===== src/rtl/spi_master.sv =====
// spi_master: single-clock SPI master for 10-bit command frames.
// A frame is a two-cycle select preamble, the 10-bit word sent LSB-first
// on MOSI and, for rd-data frames only, a turnaround followed by an 8-bit
// MSB-first read-back on MISO. Every frame ends with a minimum SS_n-high gap.
// The slave runs on the same clk, so all timing is counted in clk cycles.
module spi_master #(
    parameter int RD_LAT = 3,  // idle cycles between last MOSI bit and first MISO sample, 1..15
    parameter int GAP    = 2   // minimum SS_n-high cycles between frames, 1..15
) (
    input  logic       clk,
    input  logic       rst_n,
    input  logic       start,
    input  logic [9:0] cmd_word,
    output logic       busy,
    output logic       done,
    output logic [7:0] rx_byte,
    output logic       rx_byte_valid,
    output logic       SS_n,
    output logic       MOSI,
    input  logic       MISO
);

    typedef enum logic [2:0] {
        IDLE   = 3'd0,
        SEL    = 3'd1,
        SHIFT  = 3'd2,
        TURN   = 3'd3,
        RECV   = 3'd4,
        GAP_ST = 3'd5
    } state_t;

    localparam logic [1:0] OP_RD_DATA = 2'b11;

    // Counter reload values hold "cycles remaining after this one".
    localparam logic [1:0] SEL_LOAD   = 2'd1;
    localparam logic [3:0] SHIFT_LOAD = 4'd9;
    localparam logic [3:0] TURN_LOAD  = 4'(RD_LAT - 1);
    localparam logic [3:0] RECV_LOAD  = 4'd7;
    localparam logic [3:0] GAP_LOAD   = 4'(GAP - 1);
    localparam logic       GAP_IS_ONE = (GAP == 1);

    state_t     state;
    logic [9:0] word;     // command latched at acceptance
    logic [8:0] tx_sh;    // payload bits still to be driven on MOSI
    logic [7:0] rx_sh;    // MISO bits collected so far, first sample ends up in bit 7
    logic [3:0] cnt;      // shared down-counter for SHIFT, TURN, RECV and GAP_ST
    logic [1:0] sel_cnt;  // select-preamble counter
    logic       pending;  // start taken in the done cycle; frame begins after one idle cycle
    logic       is_rd;

    assign is_rd = (word[9:8] == OP_RD_DATA);

    // Frame sequencer: state, counters, shift registers and every registered output
    always_ff @(posedge clk) begin
        // NOTE: rst_n is sampled on the clock edge like any other input, so it
        // does not belong in the sensitivity list.
        if (!rst_n) begin
            state         <= IDLE;
            word          <= '0;
            tx_sh         <= '0;
            rx_sh         <= '0;
            cnt           <= '0;
            sel_cnt       <= '0;
            pending       <= 1'b0;
            busy          <= 1'b0;
            done          <= 1'b0;
            rx_byte       <= 8'h00;
            rx_byte_valid <= 1'b0;
            SS_n          <= 1'b1;
            MOSI          <= 1'b0;
        end else begin
            // NOTE: non-blocking assignments throughout, so every register
            // updates from last cycle's values regardless of statement order.
            done          <= 1'b0;
            rx_byte_valid <= 1'b0;

            case (state)
                IDLE: begin
                    SS_n <= 1'b1;
                    MOSI <= 1'b0;
                    if (pending || start) begin
                        // A pending frame already holds its word; a fresh start latches it now.
                        if (!pending) begin
                            word <= cmd_word;
                        end
                        MOSI    <= pending ? word[9] : cmd_word[9];
                        SS_n    <= 1'b0;
                        busy    <= 1'b1;
                        pending <= 1'b0;
                        sel_cnt <= SEL_LOAD;
                        state   <= SEL;
                    end else begin
                        busy <= 1'b0;
                    end
                end

                SEL: begin
                    // MOSI keeps the command-select bit for both preamble cycles.
                    if (sel_cnt != 2'd0) begin
                        sel_cnt <= sel_cnt - 2'd1;
                    end else begin
                        MOSI  <= word[0];
                        tx_sh <= word[9:1];
                        cnt   <= SHIFT_LOAD;
                        state <= SHIFT;
                    end
                end

                SHIFT: begin
                    if (cnt != 4'd0) begin
                        MOSI  <= tx_sh[0];
                        tx_sh <= {1'b0, tx_sh[8:1]};
                        cnt   <= cnt - 4'd1;
                    end else if (is_rd) begin
                        MOSI  <= 1'b0;
                        cnt   <= TURN_LOAD;
                        state <= TURN;
                    end else begin
                        SS_n  <= 1'b1;
                        MOSI  <= 1'b0;
                        cnt   <= GAP_LOAD;
                        done  <= GAP_IS_ONE;
                        state <= GAP_ST;
                    end
                end

                TURN: begin
                    if (cnt != 4'd0) begin
                        cnt <= cnt - 4'd1;
                    end else begin
                        rx_sh <= '0;
                        cnt   <= RECV_LOAD;
                        state <= RECV;
                    end
                end

                RECV: begin
                    // MISO is taken at the end of every RECV cycle, MSB-first.
                    rx_sh <= {rx_sh[6:0], MISO};
                    if (cnt != 4'd0) begin
                        cnt <= cnt - 4'd1;
                    end else begin
                        rx_byte       <= {rx_sh[6:0], MISO};
                        SS_n          <= 1'b1;
                        cnt           <= GAP_LOAD;
                        done          <= GAP_IS_ONE;
                        rx_byte_valid <= GAP_IS_ONE;
                        state         <= GAP_ST;
                    end
                end

                GAP_ST: begin
                    if (cnt != 4'd0) begin
                        cnt <= cnt - 4'd1;
                        // done is registered, so it is raised on the edge into the last gap cycle.
                        if (cnt == 4'd1) begin
                            done          <= 1'b1;
                            rx_byte_valid <= is_rd;
                        end
                    end else begin
                        // A start seen while done is high queues the next frame behind one
                        // extra idle cycle, keeping SS_n high for GAP+1 cycles.
                        state <= IDLE;
                        if (start) begin
                            word    <= cmd_word;
                            pending <= 1'b1;
                            busy    <= 1'b1;
                        end else begin
                            busy <= 1'b0;
                        end
                    end
                end

                default: begin
                    state   <= IDLE;
                    SS_n    <= 1'b1;
                    MOSI    <= 1'b0;
                    busy    <= 1'b0;
                    cnt     <= '0;
                    sel_cnt <= '0;
                    pending <= 1'b0;
                end
            endcase
        end
    end

endmodule


===== config.mk =====
export PLATFORM = sky130hd
export DESIGN_NAME = spi_master
export DESIGN_NICKNAME = d
export VERILOG_FILES = /design/src/rtl/spi_master.sv
export SDC_FILE = /design/constraint.sdc
export NUM_CORES = 1
export LEC_CHECK = 0
export ABC_CLOCK_PERIOD_IN_PS = 4450
export BUFFER_PORTS_ARGS = -buffer_cell sky130_fd_sc_hd__buf_2
export CAP_MARGIN = 20
export CORE_MARGIN = 4
export CORE_UTILIZATION = 30
export DETAILED_ROUTE_END_ITERATION = 10
export GPL_ROUTABILITY_DRIVEN = 0
export MAX_ROUTING_LAYER = met4
export PLACE_DENSITY_LB_ADDON = 0.2
export SLEW_MARGIN = 20
export SYNTH_ARGS = -nofsm -noshare
export SYNTH_HDL_FRONTEND = slang
export SYNTH_SLANG_ARGS = --single-unit

===== constraint.sdc =====
create_clock -name clk -period 4.45 [get_ports clk]
set_input_delay 0.89 -clock clk [delete_from_list [all_inputs] [get_ports clk]]
set_output_delay 0.89 -clock clk [all_outputs]
set_load 0.01 [all_outputs]

### Yosys cells after proc, flatten, opt, wreduce, memory -nomap -nowiden

Cells that the tools add are included.

| operators by class | value |
|---|---|
| add/sub/neg operators | 2 |
| $mul | 0 |
| div/mod/pow operators | 0 |
| magnitude comparators | 0 |
| eq/ne operators | 19 |
| shift-type cells | 0 |
| multiplexer cells | 47 |
| bitwise gates (word level) | 6 |
| reductions and logical operators | 24 |

Operators with widths:

| operator | number |
|---|---|
| 10-bit two-way mux | 4 |
| 2-bit inequality test (second input constant) | 12 |
| 4-bit one-hot mux with 6 select lines | 1 |
| 3-bit two-way mux | 7 |
| 4-bit two-way mux | 5 |
| 10-bit one-hot mux with 2 select lines | 1 |
| 9-bit two-way mux | 2 |
| 3-bit one-hot mux with 6 select lines | 1 |
| 9-bit one-hot mux with 2 select lines | 1 |
| 1-bit two-way mux | 15 |
| 7-bit one-hot mux with 2 select lines | 1 |
| 3-bit AND reduction | 4 |
| 4-bit AND reduction | 3 |
| 1-bit one-hot mux with 4 select lines | 2 |
| 2-bit AND reduction | 4 |
| 2-bit nonzero test | 4 |
| 4-bit OR reduction | 2 |
| 7-bit two-way mux | 1 |
| 3-bit by 2-bit equality test with 1-bit output (second input constant) | 2 |
| 3-bit equality test (second input constant) | 2 |
| 2-bit two-way mux | 3 |
| 1-bit NOT | 6 |
| 1-bit one-hot mux with 3 select lines | 2 |
| 2-bit one-hot mux with 3 select lines | 1 |
| other kinds (11) | 12 |

| word-level totals | value |
|---|---|
| bits in registers | 49 |
| bits in latches | 0 |
| bits in writable memories | 0 |
| bits in read-only memories | 0 |
| input port bits | 14 |
| output and inout port bits | 13 |
| word-level logic and storage cells | 111 |
| memories | 0 |

### Logic depth before layout (Yosys ltp)

| logic depth | value |
|---|---|
| depth in word-level cells | 4 |
| gate-level depth with buffers | 7 |
| depth with buffers taken out | 6 |

### Worst setup path before layout

No wires, ideal clock.

| timing path | value |
|---|---|
| kind | reg-to-reg |
| from | reg cnt[0] |
| to | reg tx_sh[0] |
| setup time | 116 ps |
| data arrival time | 1623 ps |
| data required time | 4334 ps |
| slack | 2711 ps |
| cell stages (with the launch flop) | 7 |
| buffers on the path | 1 |
| period minus slack after synthesis | 1739 ps |
| path through | dfxtp_1 inv_1 ha_1 or3b_1 a21o_4 buf_6 o211a_1 |

| on the way | value |
|---|---|
| cells in the longest elaborated chain, start to end | 3 |

Ends and longest elaborated chain:

| element | line | text |
|---|---|---|
| start, declared | 46 | `logic [3:0] cnt;` |
| start signal, assigned | 113 | `cnt <= cnt - 4'd1;` |
| start signal, assigned | 129 | `cnt <= cnt - 4'd1;` |
| start signal, assigned | 141 | `cnt <= cnt - 4'd1;` |
| 4-bit nonzero test | 110 | `if (cnt != 4'd0) begin` |
| 2-bit inequality test (no source line) | -- |  |
| 3-bit AND reduction (no source line) | -- |  |
| end signal, assigned | 103 | `tx_sh <= word[9:1];` |
| end signal, assigned | 112 | `tx_sh <= {1'b0, tx_sh[8:1]};` |
| end, declared | 44 | `logic [8:0] tx_sh;` |

Every way passes these cells.
A chain may end at the register's enable or synchronous reset.

### Final worst setup path

| timing path | value |
|---|---|
| from | reg cnt[0] |
| to | reg word[4] |

| on the way | value |
|---|---|
| cells in the longest elaborated chain, start to end | 3 |

Ends and longest elaborated chain:

| element | line | text |
|---|---|---|
| 4-bit nonzero test | 153 | `if (cnt != 4'd0) begin` |
| 2-bit inequality test (no source line) | -- |  |
| 5-bit AND reduction (no source line) | -- |  |
| end signal, assigned | 84 | `word <= cmd_word;` |
| end signal, assigned | 165 | `word <= cmd_word;` |
| end, declared | 43 | `logic [9:0] word;` |

Every way passes these cells.

==> results.json <==
{
  "sw_frac_of_total_pct": 40.4,
  "run_status": "finished clean",
  "final_cell_mix": "dfxtp_1 (49), nand2_1 (44), buf_2 (26)",
  "power.density_nw_per_um2": 619,
  "yosysWarnings": 0,
  "clock_skew_ns": 0.00784,
  "antennaDiodeCount": 0,
  "holdWs_ns": 0.459,
  "postCtsSetupBuffers": 0,
  "drv_cap": 0,
  "io_buffers": 26,
  "synth.area.top_cells": "dfxtp_1 (40%), mux2i_1 (7.7%), nand2_1 (6.7%)",
  "cts_resized": 0,
  "async_reset_ff_share_pct": 0,
  "finalWirelength_microns": 5720,
  "die-area_sq_um": 9760,
  "fin_nets": 319,
  "rsz0062_at_grt": "no",
  "grt_start_max_net_pins": 60,
  "rows": 32,
  "synthCells": 287,
  "syn_nets": 305,
  "ctsHoldBuffers": 0,
  "fmaxAchievable_ghz": 0.374,
  "clock_power_share_pct": 18.9,
  "clkSinkCount": 49,
  "final_common_cell": "dfxtp_1",
  "clk_path_buf_depth": 2,
  "grt_pass1_vias": 1940,
  "clk_pin_slew_worst_paths_ns": 0.10,
  "core_area_sq_um": 7890,
  "critPathCaptureType": "flop",
  "synth_edf_count": 0,
  "drc": 0,
  "worst_pin_slew_ns": 0.989,
  "hp-class": "flop to flop",
  "vias": 2006,
  "crit_path_start_kind": "flop",
  "whs_path_depth": 2,
  "r2r_slack_ns": 1.78,
  "overflow": 0,
  "vdd_drop_max_mv": 0.193,
  "grt_pass1_wl_microns": 9670,
  "drtIter0Drc": 107,
  "fp.dieW_microns": 98.8,
  "yosys_most_used_dff": "dfxtp_1",
  "clock_latency_ns": 0.30,
  "yosysTopAreaCell": "dfxtp_1",
  "finalSetupTns_ns": 0,
  "layout-drive-gt1-share_pct": 13.6,
  "setup_viol": 0,
  "leakagePower_nw": 1.12,
  "min_period_ns": 2.67,
  "avgSynthCellArea_sq_um": 8.61,
  "slew_headroom_pct": 33.8,
  "hold_end": "rx_byte[0]",
  "slew_viol_final": 0,
  "critPathRequiredTime_ns": 4.68,
  "seqPwrFrac_pct": 36.0,
  "antenna_found_initial": 0,
  "critPathMaxFanout": 18,
  "dp_hpwl_microns": 3840,
  "crit_arrival_ns": 2.91,
  "start_util_pct": 31.3,
  "switching_power_mw": 0.689,
  "power.internal_mw": 1.02,
  "worstSetupPathType": "flop to flop",
  "dr.pass1.iters": 4,
  "reg2regPathDepth": 6,
  "htreeDepth": 2,
  "cts_tree": "built",
  "seq_area_frac_synth_pct": 39.7,
  "fillers": 856,
  "synth-seq-cells": 49,
  "post_drt_wl_per_cell_microns": 14.2,
  "yosys.area.top_type_share_pct": 39.7,
  "die_h_microns": 98.8,
  "netlist_area_sq_um": 2470,
  "comb_power_share_pct": 45.1,
  "hp-start": "rx_byte[0]",
  "areaGrowthSynthToFinish_pct": 11.3,
  "ant_nets": 0,
  "r2r-start": "cnt[0]",
  "power.total_mw": 1.70,
  "via_per_inst": 4.98,
  "grtUsageTotal_pct": 12.3,
  "ios": 27,
  "cts_buffers": 5,
  "yosys.cell_types.count": 48,
  "root_buffer": "clkbuf_8",
  "hold_viol": 0,
  "r2r-end": "word[4]",
  "fin_crit_sh_pct": 60.1
}
==> routing by layer <==
metal | routed length, microns | track usage (%)
met5 | 0 | -
met4 | 27 | 3.26
met3 | 239 | 2.90
met2 | 2540 | 17.8
met1 | 2920 | 17.2
==> kinds of logic (layout without fill, tap and decap cells) <==
group	after synthesis	in the layout	share of synthesized area [%]
XOR/XNOR	1	1	0.354
flip-flops	49	49	39.7
AO/OA/AOI/OAI	78	78	22.0
adder cells (fa/ha/maj)	4	4	2.02
AND/OR/NAND/NOR	104	104	22.0
buffers and inverters	32	46	6.28
multiplexers	19	19	7.69
==> synthesized netlist by cell type (2+ instances only) <==
| cell type | count |
|---|---|
| dfxtp_1 | 49 |
| nand2_1 | 44 |
| a21oi_1 | 20 |
| mux2i_1 | 19 |
| buf_2 | 12 |
| nand3_1 | 12 |
| nor2b_1 | 12 |
| inv_1 | 10 |
| o211a_1 | 10 |
| o21ai_0 | 10 |
| a21boi_0 | 8 |
| a22oi_1 | 8 |
| nor2_1 | 8 |
| clkbuf_1 | 6 |
| a31oi_1 | 5 |
| nand2b_1 | 5 |
| nor3_1 | 5 |
| ha_1 | 4 |
| o21a_1 | 4 |
| nor3b_1 | 3 |
| or3_1 | 3 |
| buf_6 | 2 |
| nand4bb_1 | 2 |
| o22ai_1 | 2 |
==> registers in the layout (all words and copies together), names as in the netlist <==
name	cells
sel_cnt	2
pending	1
MOSI	1
rx_byte	8
busy	1
state	3
word	10
tx_sh	9
rx_byte_valid	1
cnt	4
done	1
SS_n	1
rx_sh	7
==> stage by stage <==
step | instances | instance area (sq um) | setup WS, ns | util (%)
final | 403 | 2750 | 1.78 | 34.9
after global routing | 403 | 2750 | 1.47 | 34.9
after CTS | 403 | 2750 | 1.73 | 34.9
after detailed placement | 396 | 2650 | 1.77 | 33.5
after global placement | 396 | 2650 | 1.83 | 33.5
after floorplan | 287 | 2470 | 2.71 | -
==> layout make-up <==
cell class	count	area [sq um]	share of cell area, %
clock buffer	5	68.8	2.50
inverter	10	37.5	1.36
tap	102	128	4.64
sequential	49	981	35.6
timing repair buffer	29	153	5.55
clock inverter	2	38.8	1.41
multi-input combinational	206	1350	48.9
==> worst max path at each step <==
stage	from	end	slack, ns
detailed placement	cnt[0]	word[4]	1.77
global placement	cnt[0]	word[2]	1.83
global route	cnt[0]	word[9]	1.47
finish	cnt[0]	word[4]	1.78
floorplan	cnt[0]	tx_sh[0]	2.71
CTS	cnt[0]	word[5]	1.73
==> power groups by stage <==
stage	combinational [mW]	clock, mW	sequential (mW)
after CTS	0.774	0.332	0.614
after floorplan	0.642	0	0.602
final	0.768	0.323	0.613
after global routing	0.872	0.349	0.628
after global placement	0.768	0	0.623
after detailed placement	0.771	0	0.624
==> worst max-delay path: stages (launching register included) <==
cell and delay, ns:
dfxtp_1 0.38, inv_1 0.10, ha_1 0.24, nor3b_4 0.66, a31oi_1 0.20, nor3_2 0.77
mux2i_1 0.27
Note: power is estimated with default switching activity, not from simulation.
